--- src/rtl/vreg_wb_arbiter_if.sv ---
// Write-back bus bundle for vreg_wb_arbiter: two result producers, the
// register-file write port, and the issue-stage reservation/scoreboard signals.
// The master modport is the producer/issue side; the slave modport is the arbiter.
interface vreg_wb_arbiter_if #(
  parameter int DATA_W = 256,
  parameter int LEN_W  = 4
);
  // Requester 0 (vector ALU)
  logic              req0_valid;
  logic              req0_ready;
  logic [3:0]        req0_addr;
  logic [LEN_W-1:0]  req0_len;
  logic [DATA_W-1:0] req0_data;

  // Requester 1 (vector load unit)
  logic              req1_valid;
  logic              req1_ready;
  logic [3:0]        req1_addr;
  logic [LEN_W-1:0]  req1_len;
  logic [DATA_W-1:0] req1_data;

  // Register-file write port
  logic              wEn;
  logic [3:0]        wAddr;
  logic [LEN_W-1:0]  wLen;
  logic [DATA_W-1:0] wData;

  // Issue-stage reservation and hazard tracking
  logic              rsv_en;
  logic [3:0]        rsv_addr;
  logic              flush;
  logic [15:0]       busy;
  logic              err;

  modport master (
    output req0_valid, req0_addr, req0_len, req0_data,
    input  req0_ready,
    output req1_valid, req1_addr, req1_len, req1_data,
    input  req1_ready,
    input  wEn, wAddr, wLen, wData,
    output rsv_en, rsv_addr, flush,
    input  busy, err
  );

  modport slave (
    input  req0_valid, req0_addr, req0_len, req0_data,
    output req0_ready,
    input  req1_valid, req1_addr, req1_len, req1_data,
    output req1_ready,
    output wEn, wAddr, wLen, wData,
    input  rsv_en, rsv_addr, flush,
    output busy, err
  );
endinterface

--- src/rtl/vreg_wb_arbiter.sv ---
// Write-back arbiter and pending-write scoreboard for the 16-entry vector
// register file. Two producers share one registered write port; the busy
// vector tells the issue stage which registers still have a write in flight.
//
// Build option: define VREG_WB_RR_EN for round-robin tie breaking. Without it
// requester 0 has fixed priority and no arbitration history is kept.
module vreg_wb_arbiter #(
  parameter int DATA_W = 256,
  parameter int LEN_W  = 4
) (
  input  logic            clk,
  input  logic            rst_n,
  vreg_wb_arbiter_if.slave bus
);

  // Arbitration results; a grant is only ever given to a valid requester,
  // so a grant is also a completed transfer (the output register is never full).
  logic grant0;
  logic grant1;
  logic xfer;

  // Winner's payload, selected before the output register
  logic [3:0]        sel_addr;
  logic [LEN_W-1:0]  sel_len;
  logic [DATA_W-1:0] sel_data;

  // Write-port register
  logic              wen_reg;
  logic [3:0]        waddr_reg;
  logic [LEN_W-1:0]  wlen_reg;
  logic [DATA_W-1:0] wdata_reg;

  // Scoreboard state
  logic [15:0] busy_reg;
  logic [15:0] busy_next;
  logic [15:0] rsv_hit;
  logic [15:0] wr_hit;
  logic        err_reg;
  logic        err_next;
  logic        rsv_conflict;
  logic        wr_orphan;

`ifdef VREG_WB_RR_EN
  // 1 = requester 1 made the most recent transfer. Resets to 1 so that
  // requester 0 wins the very first tie.
  logic last_reg;

  // Round-robin grant: single requester wins outright, a tie goes to the
  // requester that did not make the most recent transfer.
  always_comb begin
    grant0 = 1'b0;
    grant1 = 1'b0;
    if (bus.req0_valid && !bus.req1_valid) begin
      grant0 = 1'b1;
    end else if (bus.req1_valid && !bus.req0_valid) begin
      grant1 = 1'b1;
    end else if (bus.req0_valid && bus.req1_valid) begin
      if (last_reg) begin
        grant0 = 1'b1;
      end else begin
        grant1 = 1'b1;
      end
    end
  end

  // Remember who transferred last; idle cycles leave the history untouched.
  always_ff @(posedge clk or negedge rst_n) begin
    if (!rst_n) begin
      last_reg <= 1'b1;
    end else if (xfer) begin
      last_reg <= grant1;
    end
  end
`else
  // Fixed priority grant: requester 0 always wins a tie.
  always_comb begin
    grant0 = bus.req0_valid;
    grant1 = bus.req1_valid && !bus.req0_valid;
  end
`endif

  assign xfer = grant0 | grant1;

  assign bus.req0_ready = grant0;
  assign bus.req1_ready = grant1;

  // Steer the winner's payload toward the write-port register.
  always_comb begin
    sel_addr = bus.req1_addr;
    sel_len  = bus.req1_len;
    sel_data = bus.req1_data;
    if (grant0) begin
      sel_addr = bus.req0_addr;
      sel_len  = bus.req0_len;
      sel_data = bus.req0_data;
    end
  end

  // Write-port register: wEn pulses for one cycle per transfer; address,
  // length and data hold their last values while idle.
  always_ff @(posedge clk or negedge rst_n) begin
    if (!rst_n) begin
      wen_reg   <= 1'b0;
      waddr_reg <= '0;
      wlen_reg  <= '0;
      wdata_reg <= '0;
    end else begin
      wen_reg <= xfer;
      if (xfer) begin
        waddr_reg <= sel_addr;
        wlen_reg  <= sel_len;
        wdata_reg <= sel_data;
      end
    end
  end

  assign bus.wEn   = wen_reg;
  assign bus.wAddr = waddr_reg;
  assign bus.wLen  = wlen_reg;
  assign bus.wData = wdata_reg;

  // Per-register next busy state. Priority: flush clears everything, then a
  // new reservation, then the retiring write, otherwise hold. A reservation
  // landing on the register being written therefore stays pending.
  generate
    for (genvar gi = 0; gi < 16; gi++) begin : g_sb
      assign rsv_hit[gi]   = bus.rsv_en && (bus.rsv_addr == 4'(gi));
      assign wr_hit[gi]    = wen_reg && (waddr_reg == 4'(gi));
      assign busy_next[gi] = bus.flush   ? 1'b0 :
                             rsv_hit[gi] ? 1'b1 :
                             wr_hit[gi]  ? 1'b0 :
                             busy_reg[gi];
    end
  endgenerate

  // Protocol checks: reserving a register that is still pending (and not
  // retiring this cycle), or writing a register nobody reserved.
  always_comb begin
    rsv_conflict = bus.rsv_en && busy_reg[bus.rsv_addr] && !wr_hit[bus.rsv_addr];
    wr_orphan    = wen_reg && !busy_reg[waddr_reg];
    err_next     = err_reg | rsv_conflict | wr_orphan;
  end

  // Scoreboard and sticky error register.
  always_ff @(posedge clk or negedge rst_n) begin
    if (!rst_n) begin
      busy_reg <= '0;
      err_reg  <= 1'b0;
    end else begin
      busy_reg <= busy_next;
      err_reg  <= err_next;
    end
  end

  assign bus.busy = busy_reg;
  assign bus.err  = err_reg;

endmodule
--- src/flat_wrapper.sv ---
// flat-port wrapper written by rule: the top's interface ports become plain ports
module vreg_wb_arbiter_flat 
#(
  parameter int DATA_W = 256,
  parameter int LEN_W  = 4
)
  (clk, rst_n, bus_req0_valid, bus_req0_addr, bus_req0_len, bus_req0_data, bus_req0_ready, bus_req1_valid, bus_req1_addr, bus_req1_len, bus_req1_data, bus_req1_ready, bus_wEn, bus_wAddr, bus_wLen, bus_wData, bus_rsv_en, bus_rsv_addr, bus_flush, bus_busy, bus_err);
  vreg_wb_arbiter_if #(.DATA_W(DATA_W), .LEN_W(LEN_W)) bus_i ();
  input  logic clk;
  input  logic rst_n;
  input wire logic [$bits(bus_i.req0_valid)-1:0] bus_req0_valid;
  input wire logic [$bits(bus_i.req0_addr)-1:0] bus_req0_addr;
  input wire logic [$bits(bus_i.req0_len)-1:0] bus_req0_len;
  input wire logic [$bits(bus_i.req0_data)-1:0] bus_req0_data;
  output wire logic [$bits(bus_i.req0_ready)-1:0] bus_req0_ready;
  input wire logic [$bits(bus_i.req1_valid)-1:0] bus_req1_valid;
  input wire logic [$bits(bus_i.req1_addr)-1:0] bus_req1_addr;
  input wire logic [$bits(bus_i.req1_len)-1:0] bus_req1_len;
  input wire logic [$bits(bus_i.req1_data)-1:0] bus_req1_data;
  output wire logic [$bits(bus_i.req1_ready)-1:0] bus_req1_ready;
  output wire logic [$bits(bus_i.wEn)-1:0] bus_wEn;
  output wire logic [$bits(bus_i.wAddr)-1:0] bus_wAddr;
  output wire logic [$bits(bus_i.wLen)-1:0] bus_wLen;
  output wire logic [$bits(bus_i.wData)-1:0] bus_wData;
  input wire logic [$bits(bus_i.rsv_en)-1:0] bus_rsv_en;
  input wire logic [$bits(bus_i.rsv_addr)-1:0] bus_rsv_addr;
  input wire logic [$bits(bus_i.flush)-1:0] bus_flush;
  output wire logic [$bits(bus_i.busy)-1:0] bus_busy;
  output wire logic [$bits(bus_i.err)-1:0] bus_err;
  assign bus_i.req0_valid = bus_req0_valid;
  assign bus_i.req0_addr = bus_req0_addr;
  assign bus_i.req0_len = bus_req0_len;
  assign bus_i.req0_data = bus_req0_data;
  assign bus_req0_ready = bus_i.req0_ready;
  assign bus_i.req1_valid = bus_req1_valid;
  assign bus_i.req1_addr = bus_req1_addr;
  assign bus_i.req1_len = bus_req1_len;
  assign bus_i.req1_data = bus_req1_data;
  assign bus_req1_ready = bus_i.req1_ready;
  assign bus_wEn = bus_i.wEn;
  assign bus_wAddr = bus_i.wAddr;
  assign bus_wLen = bus_i.wLen;
  assign bus_wData = bus_i.wData;
  assign bus_i.rsv_en = bus_rsv_en;
  assign bus_i.rsv_addr = bus_rsv_addr;
  assign bus_i.flush = bus_flush;
  assign bus_busy = bus_i.busy;
  assign bus_err = bus_i.err;
  vreg_wb_arbiter #(.DATA_W(DATA_W), .LEN_W(LEN_W)) u_core (.clk(clk), .rst_n(rst_n), .bus(bus_i));
endmodule
--- config.mk ---
export PLATFORM = sky130hd
export DESIGN_NAME = vreg_wb_arbiter_flat
export DESIGN_NICKNAME = d
export VERILOG_FILES = /design/src/rtl/vreg_wb_arbiter_if.sv /design/src/rtl/vreg_wb_arbiter.sv /design/src/flat_wrapper.sv
export SDC_FILE = /design/constraint.sdc
export NUM_CORES = 1
export LEC_CHECK = 0
export BUFFER_PORTS_ARGS = -buffer_cell sky130_fd_sc_hd__buf_2
export CORE_AREA = 10 10 311 313
export CTS_BUF_LIST = sky130_fd_sc_hd__clkbuf_4
export DETAILED_ROUTE_END_ITERATION = 7
export DIE_AREA = 0 0 321 323
export SYNTH_ARGS = -nofsm -noshare
export SYNTH_HDL_FRONTEND = slang
export SYNTH_SLANG_ARGS = --single-unit
export TNS_END_PERCENT = 50
--- constraint.sdc ---
create_clock -name clk -period 1.6 [get_ports clk]
set_input_delay 0.24 -clock clk [delete_from_list [all_inputs] [get_ports clk]]
set_output_delay 0.24 -clock clk [all_outputs]
set_load 0.03 [all_outputs]
==> impl_metrics.tcl, run 1 <==
set metrics [dict create \
    syn_nets 1806 \
    error "[ERROR RSZ-0060] Max buffer count reached." \
    post_cts_buffers 87 \
    stop_stage "clock tree synthesis" \
    synth.area.top_cells "dfrtp_1, mux2i_1, o21ai_0" \
    start_util_pct 14.4 \
    clock_path_buffers 3 \
    synth_cell_types 29 \
    gp_congestion 0.926 \
    hold_buffers 699 \
    pre_cts_ws_ps -98.2 \
    syn_area_um2 13100 \
    synthCells 1268 \
    status "aborted with a tool error" \
    num_rows 111 \
    cts.repair.resized 606 \
    cts_buffers 80 \
    ys_warn_count 0 \
    dpl.hpwl_um 57900 \
    ys_seq_area_share_pct 53.9 \
    clockRootBuffer "clkbuf_4" \
    cts.sinks 282 \
    io_buffers 821 \
    synth_area_per_cell_um2 10.3 \
    cts_max_level 3 \
    synth_top_cell_area_share_pct 53.9 \
    die_h_um 323 \
    synth_seq_cells 282 \
    synth_top_cell_by_area "dfrtp_1" \
    dieWidth_um 321 \
    ioPinCount 822 \
    placedCellCount 3272 \
]
stage by stage:
step | instance area [um2] | TNS, ps
2_1_floorplan | 13100 | -97.6
3_3_place_gp | 19200 | -111
3_5_place_dp | 19200 | -98.2
cell usage after synthesis, drive strengths merged:
master and n:
nand2b 2, nor2b 3, o21ai 280, dfrtp 282
nand2 280, nor3 1, nand3b 4, and4b 1
o221ai 1, a311o 1, clkbuf 68, or3 1
xnor2 1, nand3 9, nor3b 1, buf 32
nor2 3, or3b 2, mux4 7, mux2i 266
and3 1, a22oi 1, or2 2, xor2 3
a21oi 16
logic make-up after synthesis:
group / count (synthesis) / synth area share (%)
and+or+nand+nor: 310 / 9.43
AOI/OAI and AO/OA: 299 / 11.5
DFF: 282 / 53.9
muxes: 273 / 21.6
buffers and inverters: 100 / 3.30
xor gates and xnor gates: 4 / 0.268
==> run 2: changes to the inputs <==
CORE_AREA = 10 10 309 311   (was 10 10 311 313)
CTS_BUF_LIST = not set   (was sky130_fd_sc_hd__clkbuf_4)
DIE_AREA = 0 0 319 321   (was 0 0 321 323)
PLACE_DENSITY_LB_ADDON = 0.15   (was not set)
clock period = 2.1 ns   (was 1.6 ns; I/O delays follow)
==> impl_metrics.tcl, run 2 <==
set metrics [dict create \
    cts_max_level 2 \
    via_count 13600 \
    synthCells 1268 \
    cts_tree "built" \
    synth-edff-count 0 \
    final_cells 3547 \
    crit_family "flip-flops" \
    clock_path_buffers 3 \
    dpl.hpwl_um 54500 \
    dieWidth_um 319 \
    drc 0 \
    cts_buffers 40 \
    worst-setup-path-type "flip-flop to primary output" \
    worst_slew_pin_slew_ps 746 \
    grt_overflow 0 \
    worstPathRequired_ps 1780 \
    drive_gt1_share_pct 40.3 \
    path_buf_inv 1 \
    p_seq_share_pct 37.0 \
    die-area_um2 102000 \
    dr.pass1.iters 4 \
    nets 2873 \
    synth_seq_cells 282 \
    grt_pass1_vias 15400 \
    io_buffers 821 \
    max_freq_mhz 541 \
    setup_ws_ps 252 \
    synth_top_cell_area_share_pct 53.9 \
    finalHoldViolCount 0 \
    clock_skew_ps 20.0 \
    pre_cts_ws_ps 280 \
    gp_congestion 0.806 \
    num-fill-cells 9728 \
    post_cts_buffers 0 \
    syn_to_final_growth_pct 72.9 \
    relSlewSlack_pct 50.2 \
    fin_util_pct 25.4 \
    clockRootBuffer "clkbuf_16" \
    path_clk_slew_ps 50 \
    status "finished clean" \
    power_density_nw_per_um2 745 \
    async_flop_share_pct 100 \
    grt_max_degree 81 \
    p_sw_w 0.00530 \
    placedCellCount 3227 \
    layout_commonest_cell "buf_2" \
    ys_seq_area_share_pct 53.9 \
    synth.area.top_cells "dfrtp_1, mux2i_1, o21ai_0" \
    vdd_ir_drop_max_v 0.000494 \
    synth_cell_types 29 \
    maxSlewViolCount 0 \
    start_kind "flip-flop" \
    grt_pass1_wl_um 100000 \
    die_h_um 321 \
    yosysMostFrequentCell "dfrtp_1" \
    end_kind "primary output" \
    rsz0062_at_grt "false" \
    syn_area_um2 13100 \
    tns_ps 0 \
    ioPinCount 822 \
    finalSetupViolCount 0 \
    synth_top_cell_by_area "dfrtp_1" \
    cpMaxStageDelayCell "dfrtp_1" \
    synth_area_per_cell_um2 10.3 \
    coreArea_um2 89300 \
    start_util_pct 14.7 \
    grtUsageTotal_pct 12.7 \
    num_rows 110 \
    postRouteAntennaNets 0 \
    syn_nets 1806 \
    internal_power_w 0.0116 \
    cp_max_fo 12 \
    comb_power_share_pct 23.0 \
    wl_per_cell_um 19.4 \
    largest_reg_flops 256 \
    synthFlopType "dfrtp_1" \
    clkLatencyLatePin_ps 550 \
    crit_path_max_incr_delay_ps 670 \
    ys_warn_count 0 \
    path_cells "buf_2" \
    multi_input_comb_area_um2 5610 \
    critPathArrivalTime_ps 1530 \
    power.leakage_nw 11.4 \
    viasPerCell 3.82 \
    cts.sinks 282 \
    synth_common_cells "dfrtp_1, nand2_1, o21ai_0, mux2i_1, clkbuf_1" \
    post-route-min-period_ps 1850 \
    power_frac_clock_pct 40.0 \
    totalWireLength_um 68700 \
    seqCellArea_um2 7060 \
    hp-class "primary input to flip-flop" \
    netSwitchingFraction_pct 31.4 \
    maxCapViolCount 0 \
    fin_crit_sh_pct 88.0 \
    drt_iter0_markers 603 \
    antenna_found_initial 15 \
    layout_common_cells "buf_2, dfrtp_1, nand2_1, o21ai_0, mux2i_1" \
]
[run 2: cell counts after synthesis]
No cell type changed its count.
[run 2: tightest hold or removal path, stage by stage]
cell and delay, ps:
buf_2 80, nand2_1 80, o21ai_0 80
[run 2: path summary, 6_finish.rpt]
path,start,end,slack (ps),cells past startpoint
max,u_core.bus.wAddr[0]$_DFFE_PN0P_,bus_wAddr[0],250,1
min,bus_req0_data[241],u_core.bus.wData[241]$_DFFE_PN0P_,50,3
max reg2reg,u_core.bus.wAddr[0]$_DFFE_PN0P_,u_core.bus.err$_DFF_PN0_,370,4
min reg2reg,u_core.bus.err$_DFF_PN0_,u_core.bus.err$_DFF_PN0_,520,1
max in group asynchronous,rst_n,u_core.bus.wData[183]$_DFFE_PN0P_,1080,3
min in group asynchronous,rst_n,u_core.bus.wData[42]$_DFFE_PN0P_,360,2
[run 2: routing by layer]
metal	GRT usage (%)	vias up	wire length, um
li1	-	6536	-
met1	13.0	6447	24900
met2	24.7	485	37500
met3	3.71	91	4410
met4	3.86	6	1810
met5	0	-	46
[run 2: power by group through the flow]
stage | registers, W | logic (W) | clock network [W]
2_1_floorplan | 0.00723 | 0.000939 | 0
3_3_place_gp | 0.00633 | 0.00358 | 0
3_5_place_dp | 0.00632 | 0.00359 | 0
4_1_cts | 0.00624 | 0.00397 | 0.00706
5_1_grt | 0.00629 | 0.00420 | 0.00726
6_report | 0.00624 | 0.00389 | 0.00675
[run 2: repair_timing]
| action | CTS | global route |
|---|---|---|
| hold buffers | 242 | 0 |
| resized for setup | 0 | 0 |
| hold endpoints to repair | 280 | 0 |
[run 2: cells by family (layout without fill, tap and decap cells)]
kind of cell / count (synthesis) / in the layout / share of synthesized area, %
compound gates: 299 / 299 / 11.5
xor+xnor: 4 / 4 / 0.268
buf+inv: 100 / 1194 / 3.30
flops: 282 / 282 / 53.9
mux: 273 / 273 / 21.6
other cells: 0 / 9 / 0
simple gates: 310 / 310 / 9.43
[run 2: final cells by class]
cell class | instances | share of cell area, %
clock inverters | 7 | 0.315
diodes | 9 | 0.0994
multi-input cells | 886 | 24.8
flip-flops and latches | 282 | 31.2
repair buffers | 1125 | 31.7
well taps | 1176 | 6.50
clock buffers | 62 | 5.41
[run 2: stage by stage]
step	hold slack [ps]	power, W	cell area [um2]
after floorplan	19.4	0.00816	13100
after global placement	356	0.00991	18900
after detailed placement	352	0.00991	18900
after CTS	1.21	0.0173	22600
after global routing	17.1	0.0177	22600
final	51.2	0.0169	22600
(Power assumes the default switching activity.)
==> run 3: changes to the inputs <==
clock period = 1.6 ns   (was 2.1 ns; I/O delays follow)
==> impl_metrics.tcl, run 3 (synthesized netlist as in run 2, its figures left out) <==
set metrics [dict create \
    wl_per_cell_um 18.1 \
    finalHoldViolCount 0 \
    die-area_um2 102000 \
    start_util_pct 14.7 \
    cp_max_fo 4 \
    path_cells "or3_1 > o221ai_2 > and4b_1 > a311o_1" \
    num_rows 110 \
    ioPinCount 822 \
    grt_pass1_vias 16900 \
    coreArea_um2 89300 \
    drc 0 \
    drive_gt1_share_pct 37.0 \
    cpMaxStageDelayCell "dfrtp_2" \
    worst_slew_pin_slew_ps 548 \
    status "finished clean" \
    dieWidth_um 319 \
    start_kind "flip-flop" \
    largest_reg_flops 256 \
    viasPerCell 3.88 \
    grt_max_degree 56 \
    die_h_um 321 \
    worstPathRequired_ps 2030 \
    via_count 14900 \
    nets 3169 \
    post-route-min-period_ps 1560 \
    maxSlewViolCount 0 \
    syn_to_final_growth_pct 95.5 \
    power_density_nw_per_um2 888 \
    io_buffers 821 \
    crit_path_max_incr_delay_ps 420 \
    rsz0062_at_grt "true" \
    gp_congestion 0.806 \
    vdd_ir_drop_max_v 0.000491 \
    power.leakage_nw 12.8 \
    layout_common_cells "buf_2, dlygate4sd3_1, nand2_1, o21ai_0, dfrtp_1" \
    post_cts_buffers 0 \
    dr.pass1.iters 5 \
    path_clk_slew_ps 60 \
    whs_ps 30.9 \
    clock_path_buffers 3 \
    grt_overflow 0 \
    dpl.hpwl_um 54100 \
    end_kind "flip-flop" \
    antenna_found_initial 18 \
    relSlewSlack_pct 63.5 \
    grtUsageTotal_pct 13.0 \
    place_area_um2 19200 \
    fin_crit_sh_pct 97.8 \
    maxCapViolCount 0 \
    postRouteAntennaNets 0 \
    worst-setup-path-type "flip-flop to flip-flop" \
    critPathArrivalTime_ps 1990 \
    cts_tree "built" \
    hp-class "primary input to flip-flop" \
    grt_pass1_wl_um 104000 \
    finalSetupViolCount 0 \
    design_area_um2 25600 \
    layout_commonest_cell "buf_2" \
    clockRootBuffer "clkbuf_16" \
    finalPower_w 0.0227 \
    drt_iter0_markers 607 \
    max_freq_mhz 639 \
    cts_max_level 2 \
    clkLatencyLatePin_ps 550 \
    cts_buffers 38 \
    cts.sinks 282 \
    clock_skew_ps 4.97 \
    totalWireLength_um 69600 \
]
run 3: report_power, final:
part           leakage (nW)  switching (W)  internal [W]  total [W]
registers              3.42       0.000418       0.00777    0.00819
clock network         0.608        0.00342       0.00506    0.00848
logic                  8.78        0.00325       0.00283    0.00608
total                  12.8        0.00709        0.0157     0.0227
run 3: critical path, delay by kind of cell (launching register included):
family	cells	cell delay (ps)
simple gates	2	610
flops	1	420
compound gates	2	430
run 3: metrics by stage:
step | TNS (ps) | instances | utilization [%] | setup WS [ps]
after floorplan | -97.6 | 1268 | - | -97.6
after global routing | -3.81 | 3848 | 28.7 | -2.91
after global placement | -152 | 3255 | 21.5 | -152
after detailed placement | -119 | 3255 | 21.5 | -119
final | 0 | 3848 | 28.7 | 35.4
after CTS | 0 | 3835 | 28.6 | 3.76
run 3: worst paths after layout:
path / startpoint / slack [ps] / depth (start not counted) / end
max in group asynchronous: rst_n / 640 / 3 / u_core.bus.wData[64]$_DFFE_PN0P_
min in group asynchronous: rst_n / 240 / 2 / u_core.bus.wData[253]$_DFFE_PN0P_
hold reg to reg: u_core.bus.err$_DFF_PN0_ / 510 / 1 / u_core.bus.err$_DFF_PN0_
hold / removal: bus_req0_data[214] / 30 / 3 / u_core.bus.wData[214]$_DFFE_PN0P_
setup reg to reg: u_core.bus.wAddr[3]$_DFFE_PN0P_ / 40 / 4 / u_core.bus.err$_DFF_PN0_
setup / recovery: u_core.bus.wAddr[3]$_DFFE_PN0P_ / 40 / 4 / u_core.bus.err$_DFF_PN0_
run 3: repair_timing:
item,CTS,global route
endpoints found under the setup margin,3,2
pin swaps,0,0
resized for setup,5,0
hold endpoints to repair,311,0
hold buffers,512,0
run 3: per-layer routing:
| metal | vias up | wire (um) | GRT usage, % |
|---|---|---|---|
| li1 | 7131 | - | - |
| met1 | 7188 | 25800 | 13.6 |
| met2 | 521 | 37700 | 24.6 |
| met3 | 94 | 4390 | 3.54 |
| met4 | 6 | 1790 | 4.44 |
| met5 | - | 34 | 0 |
run 3: layout make-up:
cell class                      count  area [um2]
Tap cell                         1176        1470
Sequential cell                   282        7060
Fill cell                        9550       63700
Timing Repair Buffer             1423       10200
Clock buffer                       58        1140
Clock inverter                     10        96.3
Multi-Input combinational cell    886        5620
Antenna cell                       13        32.5
==> run 4: changes to the inputs <==
PLACE_DENSITY = 0.41   (was not set)
PLACE_DENSITY_LB_ADDON = not set   (was 0.15)
==> impl_metrics.tcl, run 4 (synthesized netlist as in run 2, its figures left out) <==
set metrics [dict create \
    status "finished clean" \
    r2r-start "u_core.bus.busy[3]$_DFFE_PN0P_" \
    tns_ps 0 \
    grt_max_degree 68 \
    dieWidth_um 319 \
    end_kind "flip-flop" \
    io_buffers 821 \
    num_rows 110 \
    relSlewSlack_pct 60.5 \
    worst_slew_pin_slew_ps 593 \
    cts_buffers 37 \
    clockRootBuffer "clkbuf_16" \
    dr.pass1.iters 4 \
    wl_per_cell_um 18.0 \
    fin_crit_sh_pct 96.7 \
    syn_to_final_growth_pct 94.8 \
    clock_skew_ps 3.92 \
    start_kind "flip-flop" \
    via_count 14800 \
    grt_pass1_wl_um 103000 \
    crit_start "u_core.bus.busy[3]$_DFFE_PN0P_" \
    drive_gt1_share_pct 37.0 \
    grt_util_met3_pct 4.21 \
    grt_pass1_vias 16500 \
    cp.depth 4 \
    path_cells "mux4_2 > a22oi_2 > nand3_1 > a311o_1" \
    met2_usage_pct 22.5 \
    cp_max_fo 2 \
    grtUsageTotal_pct 12.8 \
    postRouteAntennaNets 0 \
    path_clk_slew_ps 60 \
    critPathArrivalTime_ps 1970 \
    maxCapViolCount 0 \
    finalHoldViolCount 0 \
    power_frac_clock_pct 36.3 \
    cpMaxStageDelayCell "mux4_2" \
    p_seq_share_pct 36.3 \
    max_freq_mhz 646 \
    viasPerCell 3.86 \
    busiest_layer "met2" \
    gp_congestion 0.833 \
    pre_cts_ws_ps -77.6 \
    grt_overflow 0 \
    layout_commonest_cell "buf_2" \
    die-area_um2 102000 \
    power_density_nw_per_um2 878 \
    finalSetupViolCount 0 \
    nets 3166 \
    power.leakage_nw 12.8 \
    internal_power_w 0.0154 \
    post-route-min-period_ps 1550 \
    setup_ws_ps 52.5 \
    hp-class "primary input to flip-flop" \
    netSwitchingFraction_pct 31.2 \
    maxSlewViolCount 0 \
    cts.sinks 282 \
    path_buf_inv 0 \
    worst-setup-path-type "flip-flop to flip-flop" \
    largest_reg_flops 256 \
    crit_path_max_incr_delay_ps 480 \
    start_util_pct 14.7 \
    clkLatencyLatePin_ps 530 \
    cts_max_level 2 \
    layout_common_cells "buf_2, dlygate4sd3_1, nand2_1" \
    p_sw_w 0.00700 \
    coreArea_um2 89300 \
    totalWireLength_um 69000 \
    fin_util_pct 28.6 \
    hold_start "bus_req0_data[212]" \
    vdd_ir_drop_max_v 0.000543 \
    cts_tree "built" \
    die_h_um 321 \
    clock_path_buffers 3 \
    r2r_cells 4 \
    crit_family "multiplexers" \
    min_delay_path_depth 3 \
    dpl.hpwl_um 53000 \
    worstPathRequired_ps 2020 \
    ioPinCount 822 \
    drt_iter0_markers 562 \
    comb_power_share_pct 27.4 \
    rsz0062_at_grt "true" \
    use_met1_pct 14.3 \
    drc 0 \
    antenna_found_initial 15 \
]
run 4: changes by cell type in the layout (fill, tap and decap cells not counted), moves of 2 or more:
cell           previous run  this run
dfrtp_1                 279       277
clkbuf_1                  9        13
buf_6                     1         3
buf_2                   816       814
dlygate4sd3_1           512       509
diode_2                  13         9
clkinv_2                  5         1
dfrtp_2                   3         5
inv_6                     2         0
run 4: repair_timing:
item / 4_1_cts / 5_1_grt
hold buffers: 509 / 0
pin swaps: 0 / 2
resized for setup: 9 / 4
setup buffers: 1 / 0
endpoints found under the setup margin: 6 / 3
hold endpoints to repair: 422 / 0
run 4: power by group through the flow:
stage               Sequential (W)  Combinational [W]  Clock, W
floorplan                  0.00949            0.00124         0
global placement           0.00826            0.00480         0
detailed placement         0.00824            0.00481         0
CTS                        0.00813            0.00617   0.00851
global route               0.00821            0.00661   0.00869
finish                     0.00814            0.00613   0.00813
run 4: final timing paths:
check,to,slack [ps]
setup / recovery,u_core.bus.err$_DFF_PN0_,50
max in group asynchronous,u_core.bus.wData[21]$_DFFE_PN0P_,680
hold / removal,u_core.bus.wData[212]$_DFFE_PN0P_,20
min in group asynchronous,u_core.bus.wData[242]$_DFFE_PN0P_,230
hold reg to reg,u_core.bus.err$_DFF_PN0_,510
setup reg to reg,u_core.bus.err$_DFF_PN0_,50
run 4: final cells by class:
class	count	area, um2
multi-input combinational	886	5620
clock buffer	62	1140
sequential	282	7060
fill	9545	63800
tap	1176	1470
timing repair buffer	1421	10200
clock inverter	1	5.00
antenna	9	22.5
run 4: worst reg2reg max path: cells and delay by family (launching register included):
| family | cells | cell delay (ps) |
|---|---|---|
| compound gates | 2 | 480 |
| flops | 1 | 370 |
| simple gates | 1 | 100 |
| mux | 1 | 480 |
run 4: layer usage:
layer	vias to the layer above	wire (um)
li1	7108	-
met2	557	34200
met1	7023	26900
met4	6	2530
met5	-	45
met3	110	5300
run 4: stage by stage:
| stage | hold slack (ps) | total power (W) | instances | area (um2) |
|---|---|---|---|---|
| after global placement | 198 | 0.0131 | 3255 | 19200 |
| final | 24.3 | 0.0224 | 3837 | 25500 |
| after CTS | 0.274 | 0.0228 | 3828 | 25500 |
| after floorplan | -55.6 | 0.0107 | 1268 | 13100 |
| after detailed placement | 195 | 0.0131 | 3255 | 19200 |
| after global routing | 28.0 | 0.0235 | 3836 | 25500 |
